## config.mk

```make
export PLATFORM = sky130hd
export DESIGN_NAME = parking_slot_sensor
export DESIGN_NICKNAME = d
export VERILOG_FILES = /design/src/rtl/parking_pkg.sv /design/src/rtl/slot_debouncer.sv /design/src/rtl/parking_slot_sensor.sv
export SDC_FILE = /design/constraint.sdc
export NUM_CORES = 1
export LEC_CHECK = 0
export ABC_AREA = 1
export BUFFER_PORTS_ARGS = -buffer_cell sky130_fd_sc_hd__buf_2
export CORE_MARGIN = 10
export CORE_UTILIZATION = 45
export DETAILED_ROUTE_END_ITERATION = 8
export GPL_ROUTABILITY_DRIVEN = 0
export MAX_ROUTING_LAYER = met4
export PLACE_DENSITY_LB_ADDON = 0.12
export SLEW_MARGIN = 20
export SYNTH_ARGS = -nofsm -noshare
export SYNTH_HDL_FRONTEND = slang
export SYNTH_SLANG_ARGS = --single-unit
```

## constraint.sdc

```tcl
create_clock -name clk -period 3.9 [get_ports clk]
set_clock_uncertainty 0.15 [all_clocks]
set_input_delay 0.195 -clock clk [delete_from_list [all_inputs] [get_ports clk]]
set_output_delay 0.195 -clock clk [all_outputs]
set_load 0.005 [all_outputs]
```

## src/rtl/parking_pkg.sv

```systemverilog
// Shared definitions for the parking slot sensor front-end: slot-state encodings
// and default parameter values (debounce defaults assume a 1 MHz clock).
package parking_pkg;

    localparam int NUM_SLOTS_DEF       = 4;
    localparam int DEBOUNCE_CYCLES_DEF = 20000;  // 20 ms at 1 MHz
    localparam int CNT_W_DEF           = 15;
    localparam int CHATTER_LIMIT_DEF   = 8;

    typedef enum logic [1:0] {
        SLOT_EMPTY    = 2'd0,
        SLOT_ARRIVING = 2'd1,
        SLOT_OCCUPIED = 2'd2,
        SLOT_LEAVING  = 2'd3
    } slot_state_t;

endpackage

```

## src/rtl/slot_debouncer.sv

```systemverilog
// One parking slot: 2-flop synchroniser, debounce FSM with counter, entry/exit pulses.
// Chatter fault detection is built only when PARKING_SENSOR_FAULT_EN is defined.
module slot_debouncer
    import parking_pkg::*;
#(
    parameter int DEBOUNCE_CYCLES = DEBOUNCE_CYCLES_DEF,
    parameter int CNT_W           = CNT_W_DEF,
    parameter int CHATTER_LIMIT   = CHATTER_LIMIT_DEF
) (
    input  logic clk,
    input  logic reset_n,
    input  logic raw,
    output logic car_entry,
    output logic car_exit,
    output logic occupied,
    output logic occ_next,
    output logic fault
);

    localparam logic [CNT_W-1:0] CNT_LAST = CNT_W'(DEBOUNCE_CYCLES - 1);

    logic [1:0]       sync;
    logic             s;
    logic             done;
    slot_state_t      state;
    logic [CNT_W-1:0] cnt;

    assign s    = sync[1];
    assign done = (cnt == CNT_LAST);

    always_ff @(posedge clk or negedge reset_n) begin
        if (!reset_n) sync <= 2'b00;
        else          sync <= {sync[0], raw};
    end

    // Occupancy the FSM will hold after this edge; the top builds free_count from it.
    always_comb begin
        occ_next = 1'b0;
        unique case (state)
            SLOT_EMPTY:    occ_next = 1'b0;
            SLOT_ARRIVING: occ_next = s & done;
            SLOT_OCCUPIED: occ_next = 1'b1;
            SLOT_LEAVING:  occ_next = s | ~done;
        endcase
    end

    always_ff @(posedge clk or negedge reset_n) begin
        if (!reset_n) begin
            state     <= SLOT_EMPTY;
            cnt       <= '0;
            car_entry <= 1'b0;
            car_exit  <= 1'b0;
            occupied  <= 1'b0;
        end else begin
            car_entry <= 1'b0;
            car_exit  <= 1'b0;
            occupied  <= occ_next;
            unique case (state)
                SLOT_EMPTY: if (s) begin
                    state <= SLOT_ARRIVING;
                    cnt   <= '0;
                end
                SLOT_ARRIVING: begin
                    if (!s) state <= SLOT_EMPTY;
                    else if (done) begin
                        state     <= SLOT_OCCUPIED;
                        car_entry <= 1'b1;
                    end else cnt <= cnt + 1'b1;
                end
                SLOT_OCCUPIED: if (!s) begin
                    state <= SLOT_LEAVING;
                    cnt   <= '0;
                end
                SLOT_LEAVING: begin
                    if (s) state <= SLOT_OCCUPIED;
                    else if (done) begin
                        state    <= SLOT_EMPTY;
                        car_exit <= 1'b1;
                    end else cnt <= cnt + 1'b1;
                end
            endcase
        end
    end

`ifdef PARKING_SENSOR_FAULT_EN
    localparam int CH_W = $clog2(CHATTER_LIMIT + 1);

    logic [CH_W-1:0] chatter;
    logic            abort;
    logic            confirm;

    assign abort   = (state == SLOT_ARRIVING && !s) || (state == SLOT_LEAVING && s);
    assign confirm = done && ((state == SLOT_ARRIVING && s) || (state == SLOT_LEAVING && !s));

    // Consecutive aborted debounces; any confirmed change proves the sensor healthy again.
    always_ff @(posedge clk or negedge reset_n) begin
        if (!reset_n) begin
            chatter <= '0;
            fault   <= 1'b0;
        end else if (confirm) begin
            chatter <= '0;
        end else if (abort) begin
            if (chatter != CH_W'(CHATTER_LIMIT))     chatter <= chatter + 1'b1;
            if (chatter == CH_W'(CHATTER_LIMIT - 1)) fault   <= 1'b1;
        end
    end
`else
    // Never set: the limit only matters when chatter detection is built in.
    assign fault = (CHATTER_LIMIT < 0);
`endif

endmodule

```

## src/rtl/parking_slot_sensor.sv

```systemverilog
// Parking sensor front-end: one slot_debouncer per slot plus the registered free-slot count.
// Optional chatter fault flags are enabled with PARKING_SENSOR_FAULT_EN.
module parking_slot_sensor
    import parking_pkg::*;
#(
    parameter int NUM_SLOTS       = NUM_SLOTS_DEF,
    parameter int DEBOUNCE_CYCLES = DEBOUNCE_CYCLES_DEF,
    parameter int CNT_W           = CNT_W_DEF,
    parameter int CHATTER_LIMIT   = CHATTER_LIMIT_DEF
) (
    input  logic                             clk,
    input  logic                             reset_n,
    input  logic [NUM_SLOTS-1:0]             sensor_raw,
    output logic [NUM_SLOTS-1:0]             car_entry,
    output logic [NUM_SLOTS-1:0]             car_exit,
    output logic [NUM_SLOTS-1:0]             occupied,
    output logic [$clog2(NUM_SLOTS+1)-1:0]   free_count,
    output logic [NUM_SLOTS-1:0]             sensor_fault
);

    localparam int FC_W = $clog2(NUM_SLOTS + 1);

    logic [NUM_SLOTS-1:0] occ_next;
    logic [FC_W-1:0]      busy;

    for (genvar i = 0; i < NUM_SLOTS; i++) begin : g_slot
        slot_debouncer #(
            .DEBOUNCE_CYCLES (DEBOUNCE_CYCLES),
            .CNT_W           (CNT_W),
            .CHATTER_LIMIT   (CHATTER_LIMIT)
        ) u_slot (
            .clk       (clk),
            .reset_n   (reset_n),
            .raw       (sensor_raw[i]),
            .car_entry (car_entry[i]),
            .car_exit  (car_exit[i]),
            .occupied  (occupied[i]),
            .occ_next  (occ_next[i]),
            .fault     (sensor_fault[i])
        );
    end

    always_comb begin
        busy = '0;
        for (int i = 0; i < NUM_SLOTS; i++) busy = busy + FC_W'(occ_next[i]);
    end

    always_ff @(posedge clk or negedge reset_n) begin
        if (!reset_n) free_count <= FC_W'(NUM_SLOTS);
        else          free_count <= FC_W'(NUM_SLOTS) - busy;
    end

endmodule

```

* Word level (Yosys, flattened, before mapping)
Cells that the tools add are included.
Widths: inputs -> output; s select.
** Storage, ports and cells
- Register bits :: 91
- Logic and storage cells :: 173
- Output and inout port bits :: 19
- Input bits :: 6
** Operators by class
- Bitwise gates (word level) :: 12
- Mux-type cells :: 76
- Equal/unequal tests :: 40
- Add/sub/neg operators :: 8
- Reductions and logical operators :: 12
** Operators by type and width (count)
- $mux 15 :: 20
- $pmux 15 s4 :: 4
- $add 15x1->15 const B :: 4
- $eq 15x15->1 const B :: 4
- $mux 2 :: 24
- $pmux 2 s4 :: 4
- $reduce_and 4->1 :: 8
- $mux 1 :: 20
- $eq 2x2->1 const B :: 8
- $ne 2x1->1 const B :: 8
- $ne 2x2->1 const B :: 8
- $pmux 1 s4 :: 4
- $ne 3x1->1 const B :: 4
- $ne 3x3->1 const B :: 4
- $eq 2x1->1 const B :: 4
- $logic_not 2->1 :: 4
- $and 1x1->1 :: 4
- $not 1->1 :: 4
- $or 1x1->1 :: 4
- $add 2x1->3 :: 1
- $add 3x1->3 :: 1
- $sub 3x3->3 const A :: 1
- $add 1x1->2 :: 1

* Longest topological paths before layout
- Depth after elaboration :: 8
- Depth in mapped cells :: 13
- Mapped depth without buffers :: 13

* Modules after synthesis
From an unflattened synthesis, not the netlist that was laid out.
** Unflattened totals
- Cells, all modules :: 638
- Area total of the unflattened synthesis :: 4967.3 µm²
** By module, submodules not included
- slot_debouncer (g_slot[0].u_slot ...) :: seq. area each 550.5 µm², area each 1204.9 µm², times used 3, cells each 157
- slot_debouncer (g_slot[3].u_slot) :: seq. area each 550.5 µm², area each 1219.9 µm², times used 1, cells each 158
- parking_slot_sensor :: seq. area each 76.3 µm², area each 132.6 µm², times used 1, cells each 9

* Least setup slack after synthesis
Ideal clock, no wire load.
- Path type :: register to register
- Start :: register g_slot[2].u_slot.cnt[0]
- End :: register free_count[1]
- Path slack :: 1.368 ns
- Data required time :: 3.624 ns
- Buffers on the path :: 0
- Clock period less this slack :: 2.532 ns
- Data arrival time :: 2.256 ns
- Library setup time :: 0.126 ns
- Cell stages (with the launch flop) :: 14
- Cells stage by stage :: dfrtp_1 > ha_1 > inv_1 > nor2_4 > inv_1 > nor2_1 > nand3_2 > inv_1 > nand2_1 > o21ai_0 > inv_1 > fa_1 > ha_1 > ha_1
** Between the ends
- Longest elaborated chain between the ends :: 7
- Elaborated cells between the ends (all ways) :: 8
- Classes of those cells :: add/sub: 3; eq/ne: 1; mux: 1; bitwise: 3
** Ends and longest elaborated chain
- start, declared :: line slot_debouncer.sv:26 : logic [CNT_W-1:0] cnt;
- start signal, assigned :: line slot_debouncer.sv:68 : end else cnt <= cnt + 1'b1;
- start signal, assigned :: line slot_debouncer.sv:79 : end else cnt <= cnt + 1'b1;
- $eq 15x15->1 * :: line slot_debouncer.sv:29 : assign done = (cnt == CNT_LAST);
- $not 1->1 :: line slot_debouncer.sv:43 : SLOT_LEAVING: occ_next = s | ~done;
- $or 1x1->1 :: line slot_debouncer.sv:43
- $pmux 1 s4 * :: line slot_debouncer.sv:39 : unique case (state)
- net g_slot[2].u_slot.occ_next :: line slot_debouncer.sv:16 : output logic occ_next,
- $add 2x1->3 * :: line parking_slot_sensor.sv:45 : for (int i = 0; i < NUM_SLOTS; i++) busy = busy + FC_W'(occ_next[i]);
- $add 3x1->3 * :: line parking_slot_sensor.sv:45
- $sub 3x3->3 * :: line parking_slot_sensor.sv:50 : else free_count <= FC_W'(NUM_SLOTS) - busy;
- end signal, assigned :: line parking_slot_sensor.sv:49 : if (!reset_n) free_count <= FC_W'(NUM_SLOTS);
- end signal, assigned :: line parking_slot_sensor.sv:50
- end, declared :: line parking_slot_sensor.sv:17 : output logic [$clog2(NUM_SLOTS+1)-1:0] free_count,
The timed path passes the listed nets; every way through them passes the cells marked *.
A chain may end at the register's enable or synchronous reset.

* Final worst setup path
Same ends and word-level chain as after synthesis.

==> results_tabular.tex <==
\begin{tabular}{lr}
\hline
Metric & Value \\
\hline
\multicolumn{2}{l}{\textbf{Outcome}} \\
Run status & finished clean \\
\multicolumn{2}{l}{\textbf{CTS}} \\
Maximum clock insertion buffer count & 2 \\
Clock tree from TritonCTS & done \\
Clock transition at the register clock pins on the worst setup and hold paths after CTS & $\sim$60 ps \\
H-tree levels & 3 \\
TritonCTS Buffers & 9 \\
Clock latency reported for the late side of the worst-skew pair & 340 ps \\
Post-CTS repair timing setup buffer count & 0 \\
Root cell of the clock tree & clkbuf\_16 \\
Sinks on Clock Net & a little over 90 \\
Post-CTS Resized & 0 \\
Count of hold buffers inserted by post-cts repair & 5 \\
\multicolumn{2}{l}{\textbf{Yosys}} \\
Post-synthesis cell area & $\sim$5000 µm² \\
Predominant post-synthesis flop cell & dfrtp\_1 \\
Share of the synthesized netlist area taken by xor and xnor gates & approximately 3.4\% \\
Post-synth top area cell & dfrtp\_1 \\
Most repeated cell in the gate-level netlist after synthesis & nand2\_1 \\
Share of the synthesized area in the top cell type & 44.3\% \\
Simple-gate portion of the synthesized area & between 30\% and 40\% \\
Top cell types by occurrence after synthesis & nand2\_1 (210), dfrtp\_1 (90), nor2\_1 (83) \\
Gate Count Post-Synth & 666 \\
Async S/R FF share, synth & between 90\% and 100\% \\
Mux cell area share after synthesis & 0\% \\
Compound-cell area share of the yosys netlist & approximately 7.3\% \\
Sequential share of the synthesized area & 44.8\% \\
Syn. warnings & 0 \\
Dominant combinational cell family by area after synthesis & simple AND/OR/NAND/NOR gates \\
Number of flops mapped to enable cells by yosys & 0 \\
Register bit count reported by yosys & between 90 and 100 \\
Biggest area contributors in the synthesized netlist & dfrtp\_1 (44\%), nand2\_1 (16\%), nand3\_1 (6.2\%), nor2\_1 (6.1\%), inv\_1 (4.1\%) \\
Adder-cell share of the synthesized area & under 10\% \\
Cell variety after synth & 29 \\
Post-synthesis average cell area & 7.63 µm² \\
\multicolumn{2}{l}{\textbf{Cells and area}} \\
Nets & between 600 and 700 \\
Fin area & $\sim$5500 µm² \\
Layout overhead on the synthesized area & 8.57\% \\
Fraction of layout cells with a size suffix above 1 & 8.93\% \\
N\_diodes & 0 \\
Fillers & between 1000 and 1500 \\
\multicolumn{2}{l}{\textbf{Worst setup path}} \\
CP endpoint kind & flip-flop \\
CP Max Fanout & 5 \\
Cell with the largest stage delay on the worst path & fa\_1 \\
Arrival time worst endpoint & around 2800 ps \\
Crit path cell chain & ha\_1 -> inv\_1 -> nor2\_4 -> inv\_1 -> nor2\_1 -> nand3\_2 -> inv\_1 -> nand2\_1 -> o21ai\_0 -> inv\_1 -> fa\_1 -> ha\_1 -> ha\_1 \\
Critical path data required time & approximately 4000 ps \\
Kind of launch point of the worst setup path & flip-flop \\
Category of the critical setup timing path & flip-flop to flip-flop \\
Most repeated library cell on the critical path & inv\_1 \\
Critical path's largest stage delay & approximately 440 ps \\
\multicolumn{2}{l}{\textbf{Floorplanning}} \\
Number of standard-cell rows in the floorplan & 38 \\
Core footprint & 10900 µm² \\
Die X & 126 µm \\
Number of ports placed on the die boundary & 25 \\
Die Ht & around 130 µm \\
Die area & between 15000 and 20000 µm² \\
Starting density of the core & between 40\% and 50\% \\
\multicolumn{2}{l}{\textbf{Global routing}} \\
Met2 Resource Use GR & 21.0\% \\
Global-route wire length before repair & $\sim$19000 µm \\
Global-route met1 utilization & approximately 18\% \\
Vias in the first global route & about 4000 \\
GRT overflow & 0 \\
Global-route usage over all layers & 14.1\% \\
Largest net degree at the start of global routing & 70 \\
Initial antenna violation count & 0 \\
Met3 capacity usage during global routing & 4.07\% \\
Peak-usage layer in the global routing report & met2 \\
\multicolumn{2}{l}{\textbf{Hold path}} \\
Worst hold path type & flip-flop to flip-flop \\
\multicolumn{2}{l}{\textbf{STA}} \\
Max Clk Rate & 363 MHz \\
Relative slew slack & between 40\% and 50\% \\
Endpoints failing hold & 0 \\
Final setup TNS & 0 ps \\
Min Tclk post-route & 2750 ps \\
Final Setup Violations & 0 \\
Share of the clock period used by the worst path & 70.6\% \\
Setup repair after global routing missed its margin & no \\
Final count of pins violating max slew & 0 \\
Transition time at the pin with the least slew margin & around 870 ps \\
\multicolumn{2}{l}{\textbf{Drt}} \\
Avg Vias per Cell & 4.96 \\
WL/cell & between 10 and 15 µm \\
DR iter-0 viols & 307 \\
Drt pass-1 iters & 5 \\
Total vias in the final route & between 4000 and 5000 \\
ANT nets after route & 0 \\
DRC & 0 \\
Total Wirelength & slightly above 10000 µm \\
\multicolumn{2}{l}{\textbf{Job}} \\
Number of max-cap violations & 0 \\
\multicolumn{2}{l}{\textbf{Placed design}} \\
\# port buffers & 20 \\
Post-detailed-placement cell area & a little over 5000 µm² \\
HPWL after detailed placement & between 7000 and 8000 µm \\
\multicolumn{2}{l}{\textbf{Power and ir drop}} \\
P per Cell Area & 357 nW/µm² \\
Leakage & approximately 2.5 nW \\
Worst supply voltage drop on vdd & 0.000303 V \\
\hline
\end{tabular}
power breakdown:
group | switching (mW) | internal [mW] | total [mW]
logic | 0.0631 | 0.0268 | 0.0899
clock network | 0.355 | 0.532 | 0.887
registers | 0.0284 | 0.965 | 0.993
worst paths after layout:
check,from,to,slack (ps),cells after the start
min,g_slot[0].u_slot.sync[0],g_slot[0].u_slot.sync[1],200,0
max,g_slot[2].u_slot.cnt[0],free_count[1],1150,13
max in group asynchronous,reset_n,g_slot[1].u_slot.cnt[6],2380,3
min reg2reg,g_slot[0].u_slot.sync[0],g_slot[0].u_slot.sync[1],200,0
max reg2reg,g_slot[2].u_slot.cnt[0],free_count[1],1150,13
min in group asynchronous,reset_n,g_slot[3].u_slot.cnt[3],350,2
registers in the layout, summed over array words and instances, names as in the netlist, named ones only:
name and flops:
g_slot.u_slot.cnt 60, g_slot.u_slot.sync 8, g_slot.u_slot.car_entry 4, g_slot.u_slot.car_exit 4, g_slot.u_slot.occupied 4, g_slot.u_slot.state 4, free_count 3
cells by family (layout without fill, tap and decap cells):
family                     Yosys count  in the layout
DFF                                 91             91
xor gates and xnor gates            20             20
other                                1              4
buffers and inverters               86            100
AOI/OAI and AO/OA                   60             60
adders and majority gates            7              7
and+or+nand+nor                    401            401
metrics by stage:
stage	setup WS [ps]	hold slack (ps)	power (mW)	util [%]	std cells
after CTS	1150	207	2.00	50.5	823
after global routing	951	213	2.07	50.5	823
final	1150	203	1.97	50.5	823
after detailed placement	1160	158	1.10	47.3	802
after floorplan	1370	-251	1.07	-	669
after global placement	1230	155	1.09	47.3	802
critical path: cells and delay by family (launching register included):
family | cells | cell delay, ps
AND/OR/NAND/NOR | 4 | 520
adder cells (fa/ha/maj) | 4 | 1130
AO/OA/AOI/OAI | 1 | 110
flip-flops | 1 | 410
buffers and inverters | 4 | 320
placed cells by master, fill, tap and decap left out, types with 5 or more instances in the layout:
| cell type | instances |
|---|---|
| buf_2 | 19 |
| nand4_1 | 23 |
| dlygate4sd3_1 | 5 |
| ha_1 | 6 |
| o21ai_2 | 12 |
| nor3_1 | 6 |
| o21bai_1 | 11 |
| nand3_1 | 63 |
| nand2_1 | 210 |
| clkbuf_16 | 9 |
| dfrtp_1 | 90 |
| xor2_1 | 16 |
| inv_1 | 56 |
| o21ai_0 | 34 |
| nor2_1 | 83 |
cell type report:
| class | instances | area [µm²] | area share, % |
|---|---|---|---|
| timing repair buffer | 27 | 168 | 3.04 |
| clock inverter | 2 | 35.0 | 0.635 |
| multi-input combinational | 492 | 2380 | 43.1 |
| sequential | 91 | 2280 | 41.3 |
| inverter | 57 | 219 | 3.97 |
| clock buffer | 14 | 264 | 4.78 |
| tap | 140 | 175 | 3.17 |
routing by layer:
metal / part of all wire (%) / routed length (µm)
met1: 51 / 5350
met2: 44 / 4570
met3: 3.7 / 386
met4: 0.79 / 82
met5: 0 / 0
Power figures use the tool's default switching activity.
